===== src/rtl/bram_table_sequencer_pkg.sv =====
// Shared types for the table sequencer: controller states and table depth helper.
// Combinational definitions only; no latency or backpressure of their own.
package bram_seq_pkg;

    typedef enum logic [1:0] {
        IDLE  = 2'd0,
        LOAD  = 2'd1,
        READY = 2'd2
    } state_t;

    function automatic int unsigned table_depth(input int unsigned addr_width);
        return 32'd1 << addr_width;
    endfunction

endpackage


===== src/rtl/bram_table_sequencer_arb.sv =====
// Two-way round-robin arbiter for the shared read port; grants are combinational from req.
// Zero latency; a losing requester stays pending until it wins, which is at most one cycle later.
module rr_arbiter2 (
    input  logic       clk,
    input  logic       reset,
    input  logic       en,
    input  logic [1:0] req,
    output logic [1:0] gnt
);

    // Requester that wins when both ask; always the one not served most recently.
    logic prio;

    always_comb begin
        gnt = 2'b00;
        if (en) begin
            if (req == 2'b11) begin
                gnt[prio] = 1'b1;
            end else begin
                gnt = req;
            end
        end
    end

    always_ff @(posedge clk or posedge reset) begin
        if (reset) begin
            prio <= 1'b0;
        end else if (|gnt) begin
            prio <= gnt[0];
        end
    end

endmodule


===== src/rtl/bram_table_sequencer.sv =====
// Loads a BRAM table from a valid/ready stream, then arbitrates its read port A between two requesters.
// Load: one word/cycle, s_ready low outside LOAD. Read: rd_valid one cycle after rd_gnt; requesters hold req until granted.
module bram_table_sequencer
    import bram_seq_pkg::*;
#(
    parameter int C_DATA_WIDTH    = 8,
    parameter int C_ADDRESS_WIDTH = 8
) (
    input  logic                       clk,
    input  logic                       reset,
    input  logic                       load_start,
    input  logic                       s_valid,
    output logic                       s_ready,
    input  logic [C_DATA_WIDTH-1:0]    s_data,
    input  logic                       s_last,
    output logic                       loaded,
    output logic [C_ADDRESS_WIDTH:0]   words_loaded,
    output logic                       ram_wr_resetn,
    output logic                       ram_wr_en,
    output logic [C_DATA_WIDTH-1:0]    ram_wr_data,
    output logic [C_ADDRESS_WIDTH-1:0] ram_addrA,
    input  logic [C_DATA_WIDTH-1:0]    ram_qA,
    input  logic [1:0]                 rd_req,
    input  logic [C_ADDRESS_WIDTH-1:0] rd_addr0,
    input  logic [C_ADDRESS_WIDTH-1:0] rd_addr1,
    output logic [1:0]                 rd_gnt,
    output logic [1:0]                 rd_valid,
    output logic [C_DATA_WIDTH-1:0]    rd_data
);

    localparam logic [C_ADDRESS_WIDTH:0] DEPTH =
        (C_ADDRESS_WIDTH + 1)'(table_depth(C_ADDRESS_WIDTH));

    state_t state, state_nxt;
    logic   beat;
    logic   arb_en;

    always_ff @(posedge clk or posedge reset) begin
        if (reset) begin
            state <= IDLE;
        end else begin
            state <= state_nxt;
        end
    end

    always_comb begin
        state_nxt     = state;
        s_ready       = 1'b0;
        beat          = 1'b0;
        ram_wr_resetn = 1'b0;
        loaded        = 1'b0;
        arb_en        = 1'b0;
        case (state)
            IDLE: begin
                if (load_start) begin
                    state_nxt = LOAD;
                end
            end
            LOAD: begin
                ram_wr_resetn = 1'b1;
                s_ready       = (words_loaded < DEPTH);
                beat          = s_valid & s_ready;
                // Either an explicit last beat or a full table ends the load.
                if (beat && (s_last || words_loaded == DEPTH - 1'b1)) begin
                    state_nxt = READY;
                end
            end
            READY: begin
                loaded = 1'b1;
                arb_en = 1'b1;
                if (load_start) begin
                    state_nxt = LOAD;
                end
            end
            default: state_nxt = IDLE;
        endcase
    end

    always_ff @(posedge clk or posedge reset) begin
        if (reset) begin
            words_loaded <= '0;
        end else if (state != LOAD && state_nxt == LOAD) begin
            words_loaded <= '0;
        end else if (beat) begin
            words_loaded <= words_loaded + (C_ADDRESS_WIDTH + 1)'(1);
        end
    end

    rr_arbiter2 u_arb (
        .clk   (clk),
        .reset (reset),
        .en    (arb_en),
        .req   (rd_req),
        .gnt   (rd_gnt)
    );

    // The container registers addrA, so data lines up with a one-cycle-delayed grant.
    always_ff @(posedge clk or posedge reset) begin
        if (reset) begin
            rd_valid <= 2'b00;
        end else begin
            rd_valid <= rd_gnt;
        end
    end

    assign ram_wr_en   = beat;
    assign ram_wr_data = s_data;
    assign ram_addrA   = rd_gnt[1] ? rd_addr1 : rd_addr0;
    assign rd_data     = ram_qA;

endmodule


===== config.mk =====
export PLATFORM = sky130hd
export DESIGN_NAME = bram_table_sequencer
export DESIGN_NICKNAME = d
export VERILOG_FILES = /design/src/rtl/bram_table_sequencer_pkg.sv /design/src/rtl/bram_table_sequencer_arb.sv /design/src/rtl/bram_table_sequencer.sv
export SDC_FILE = /design/constraint.sdc
export NUM_CORES = 1
export LEC_CHECK = 0
export CAP_MARGIN = 5
export CORE_AREA = 10 10 57 78
export CTS_CLUSTER_SIZE = 30
export DETAILED_ROUTE_END_ITERATION = 7
export DIE_AREA = 0 0 67 88
export MAX_ROUTING_LAYER = met4
export PLACE_DENSITY = 0.77
export SETUP_SLACK_MARGIN = 0.2
export SKIP_CTS_REPAIR_TIMING = 1
export SYNTH_ARGS = -nofsm -noshare
export SYNTH_HDL_FRONTEND = slang
export SYNTH_HIERARCHICAL = 1
export SYNTH_SLANG_ARGS = --single-unit

===== constraint.sdc =====
create_clock -name clk -period 2.66 [get_ports clk]
set_clock_uncertainty 0.1 [all_clocks]
set_input_delay 0.665 -clock clk [delete_from_list [all_inputs] [get_ports clk]]
set_output_delay 0.665 -clock clk [all_outputs]
set_load 0.005 [all_outputs]

=== Word level (Yosys, flattened, before mapping) ===
Index checks and enable logic that the tools add are counted.

* Register bits after elaboration: 14
* Output and inout bits: 41

* Add/subtract/negate cells: 1
* Order comparisons: 3
* Eq/ne operators: 6
* Muxes and demuxes: 14
* Bitwise logic cells: 1
* Reductions and logical operators: 8

{| class="wikitable"
|+ Operator list
! operator !! count
|-
| $mux 9 || 2
|-
| $add 9x1->9 const B || 1
|-
| $eq 9x8->1 const B || 1
|-
| $lt 9x9->1 const B || 1
|-
| $mux 2 || 4
|-
| $mux 8 || 1
|-
| $mux 1 || 5
|-
| $eq 2x1->1 const B || 2
|-
| $eq 2x2->1 const B || 2
|-
| $pmux 2 s2 || 1
|-
| $reduce_or 2->1 || 2
|-
| $logic_and 1x1->1 || 3
|-
| $logic_not 2->1 || 1
|-
| $lt 1x2->1 const B || 1
|-
| $ne 2x1->1 const B || 1
|-
| $reduce_bool 2->1 || 1
|-
| $and 1x1->1 || 1
|-
| $demux 1 s1 || 1
|-
| $ge 1x1->1 const B || 1
|-
| $logic_or 1x1->1 || 1
|}

=== Longest topological paths before layout ===
* Word-level depth: 8
* Mapped depth: 6
* Mapped depth without buffers: 6

=== Cells and area by module ===
The synthesis kept the hierarchy.

{| class="wikitable"
|+ By module, submodules not included
! module !! instances !! cells an instance !! area each (µm²)
|-
| bram_table_sequencer || 1 || 88 || 852.1
|-
| rr_arbiter2 || 1 || 9 || 65.1
|}

=== Worst setup path before layout ===
No wires, ideal clock.

* Kind: register to output
* Start: register state[0]
* End: output port ram_addrA[0]
* Arrival: 1.624 ns
* Data required time: 1.895 ns
* Slack: 0.271 ns
* Cell stages (with the launch flop): 6
* Buffers on the path: 1
* Cells stage by stage: dfrtp_1 and2b_1 nand2_1 a21oi_1 clkbuf_1 mux2_2

* Word-level cells in the longest chain between the ends: 4

{| class="wikitable"
|+ RTL lines
! what !! line !! source
|-
| start, declared || bram_table_sequencer.sv:34 || <nowiki>state_t state, state_nxt;</nowiki>
|-
| start signal, assigned || bram_table_sequencer.sv:42 || <nowiki>state <= state_nxt;</nowiki>
|-
| $eq 2x2->1 || - ||
|-
| $mux 1 || - ||
|-
| named net loaded || bram_table_sequencer.sv:16 || <nowiki>output logic loaded,</nowiki>
|-
| $mux 2 || bram_table_sequencer_arb.sv:16 || <nowiki>if (en) begin</nowiki>
|-
| named net rd_gnt[1] || bram_table_sequencer.sv:26 || <nowiki>output logic [1:0] rd_gnt,</nowiki>
|-
| $mux 8 || bram_table_sequencer.sv:108 || <nowiki>assign ram_addrA = rd_gnt[1] ? rd_addr1 : rd_addr0;</nowiki>
|-
| end, declared || bram_table_sequencer.sv:21 || <nowiki>output logic [C_ADDRESS_WIDTH-1:0] ram_addrA,</nowiki>
|}

The timed path passes the listed nets, and every way through them passes these cells.

=== Worst setup path after layout ===
* Start: register state[0]
* End: output port ram_addrA[0]

* Word-level cells in the longest chain between the ends: 4

{| class="wikitable"
|+ RTL lines
! what !! line !! source
|-
| $eq 2x2->1 || bram_table_sequencer.sv:53 || <nowiki>case (state)</nowiki>
|-
| $mux 1 || bram_table_sequencer.sv:53 ||
|-
| $mux 2 || bram_table_sequencer_arb.sv:16 ||
|-
| $mux 8 || bram_table_sequencer.sv:108 ||
|}

No other way between the ends.

==> out/qor.yml <==
synthesis:
  syn_area_um2: 917.1
  synth_flop_cell: "dfrtp_1"
  ys_warn_count: 6
  ys_seq_area_frac: 0.3820
  synth_edf_count: 0
  ys_ff_latch: 14
  synth.net_count: 138
  synth_top_area_share: 0.3820
  ys_types: 29
  yosys-top-cells-area: "dfrtp_1 38%, buf_4 13%, mux2_2 9.8%"
  synthArstFlopShare: 1.000
  syn_area_per_cell_um2: 9.455
  yosysTopAreaCell: "dfrtp_1"
  synthCells: 97
sta:
  max_freq_ghz: 0.3951
  hold_viol: 0
  max_slew.worst_pin.slew_ps: 503.5
  holdWs_ps: 441.5
  relSlewSlack: 0.6631
  fin_setup_tns_ps: 0
  rsz0062_at_grt: "true"
  setup_viol: 0
  slew_violations: 0
  fin_crit_sh: 0.9516
  finalCriticalPeriod_ps: 2531
job:
  maxCapViolations: 0
routing:
  final_antenna_net_count: 0
  top_layer: "met4"
  first_pass_iters: 4
  via_per_inst: 5.011
  drc_errors: 0
  wl_per_cell_um: 16.35
  wl_met3_um: 336
  drt_iter0_markers: 15
  wl_um: 2911
  vias: 892
  dr_wl_met2_um: 1348
  drt-met1-wl_um: 1167
finish:
  final_net_count: 182
  area_growth_pct: 60.57
  diodes: 0
  finish.utilization: 0.4856
  layout-drive-gt1-share: 0.2230
place:
  port_buffers: 47
  globalplace.congestion: 0.7950
  dpl.hpwl_um: 2442
cts:
  clk_pin_slew_ps: 50
  numCtsBuffers: 3
  clk_path_buf_depth: 2
  clock-sinks: 14
  clock_latency_ps: 240
  root_buffer: "clkbuf_8"
  tritoncts: "built"
  htree_levels: 1
global_routing:
  grt_pass1_vias: 1037
  grt.total_usage: 0.1021
  grt_remaining_overflow: 0
  grt_pass1_wl_um: 4595
  grt_max_degree: 15
  antenna_found_initial: 0
power_and_ir_drop:
  power.leakage_uw: 0.0007080
  ir_drop_mv: 0.4927
  power_per_cell_area_nw_per_um2: 628.4
floorplanning:
  fp.dieH_um: 88
  dieArea_um2: 5896
  io-pin-count: 80
  core_area_um2: 3033
  start_util: 0.3024
  die_width_um: 67
  num_rows: 24
outcome:
  status: "finished clean"
setup_path:
  crit_fanout: 5
  cp-end-kind: "primary output"
  path_class: "reg2out"
  worstPathArrival_ps: 1770
  cp-start-kind: "register"
  r2r_setup_slack_ps: 870
  required_ps: 1890
hold_path:
  min_path_type: "reg2reg"
through the flow:
step | area, um2 | std cells | total power [uW] | worst slack [ps]
3_5_place_dp | 1375 | 174 | 748.0 | -452.0
2_1_floorplan | 917.1 | 97 | 502.7 | 271.4
3_3_place_gp | 1375 | 174 | 727.8 | -401.6
5_1_grt | 1473 | 178 | 993.3 | 66.43
4_1_cts | 1416 | 177 | 919.5 | -462.6
6_report | 1473 | 178 | 925.4 | 128.9
worst paths after layout:
path,startpoint,end,cells after the start
max in group asynchronous,reset,state[0],2
worst max-delay path,state[0],ram_addrA[0],7
worst min register to register,words_loaded[5],words_loaded[5],1
min in group asynchronous,reset,u_arb/prio,2
worst max register to register,words_loaded[0],words_loaded[8],6
worst min-delay path,words_loaded[5],words_loaded[5],1
metal layers:
metal,vias to the layer above,global-route usage
met4,0,0.04494
met2,63,0.1566
met3,10,0.04987
met1,409,0.1082
met5,-,-
li1,410,-
power by group:
part / internal [uW] / total (uW) / switching, uW
registers: 258 / 305 / 47.3
logic: 269 / 450 / 181
clock network: 100 / 170 / 69.6
total: 627 / 925 / 298
synth_stat cells (2+ instances only):
library cell  number
nor2_1             3
nand3_1            3
o21ai_0            5
a21oi_1            8
dfrtp_1           14
inv_1             10
buf_4             16
mux2_2             8
or3_1              3
or4_1              2
o31ai_1            2
ha_1               2
nand2_1            5
state kept, by name (all words and copies together), names as in the netlist:
| signal | cells |
|---|---|
| rd_valid | 2 |
| state | 2 |
| words_loaded | 9 |
| u_arb/prio | 1 |
final cells by class:
type                            count  area, um2
Multi-Input combinational cell     55      430.4
Clock buffer                        3      41.29
Tap cell                           39      48.80
Timing Repair Buffer               57      564.3
Inverter                           10      37.54
Fill cell                         272       1560
Sequential cell                    14      350.3
logic make-up after synthesis:
family,Yosys count,share of synthesized area
and+or+nand+nor,24,0.1651
xor gates and xnor gates,1,0.009552
AOI/OAI and AO/OA,20,0.1364
adders and majority gates,2,0.02728
muxes,8,0.09823
buffers and inverters,28,0.1814
DFF,14,0.3820
placed cells by master (no fill, tap or decap):
cell type,synthesis,layout
ha_1,2,2
and2b_1,1,1
nor3_1,1,1
inv_1,10,10
buf_4,16,8
o211a_1,1,1
mux2_4,0,7
nand2_1,5,5
and2_1,1,1
buf_6,0,7
dfrtp_1,14,14
nand2b_1,1,1
clkbuf_8,0,3
a21oi_2,1,2
clkdlybuf4s50_1,0,34
and3_1,1,1
o21ai_0,5,5
clkbuf_2,0,2
mux2_2,8,1
o31ai_1,2,2
nor2_1,3,3
dlymetal6s2s_1,0,6
nand3_1,3,3
a21oi_1,8,7
a22o_1,1,1
xnor2_1,1,1
or3_1,3,3
or4_1,2,2
nand4_1,1,1
o41ai_1,1,1
o311ai_0,1,1
nand4bb_4,1,1
or2b_1,1,1
worst max-delay path, cell delays in order (launching register included):
cell,delay [ps]
dfrtp_1,380
and2b_1,240
nand2_1,90
a21oi_2,150
buf_4,140
buf_6,110
mux2_4,300
buf_6,120
Note: power is estimated with default switching activity, not from simulation.
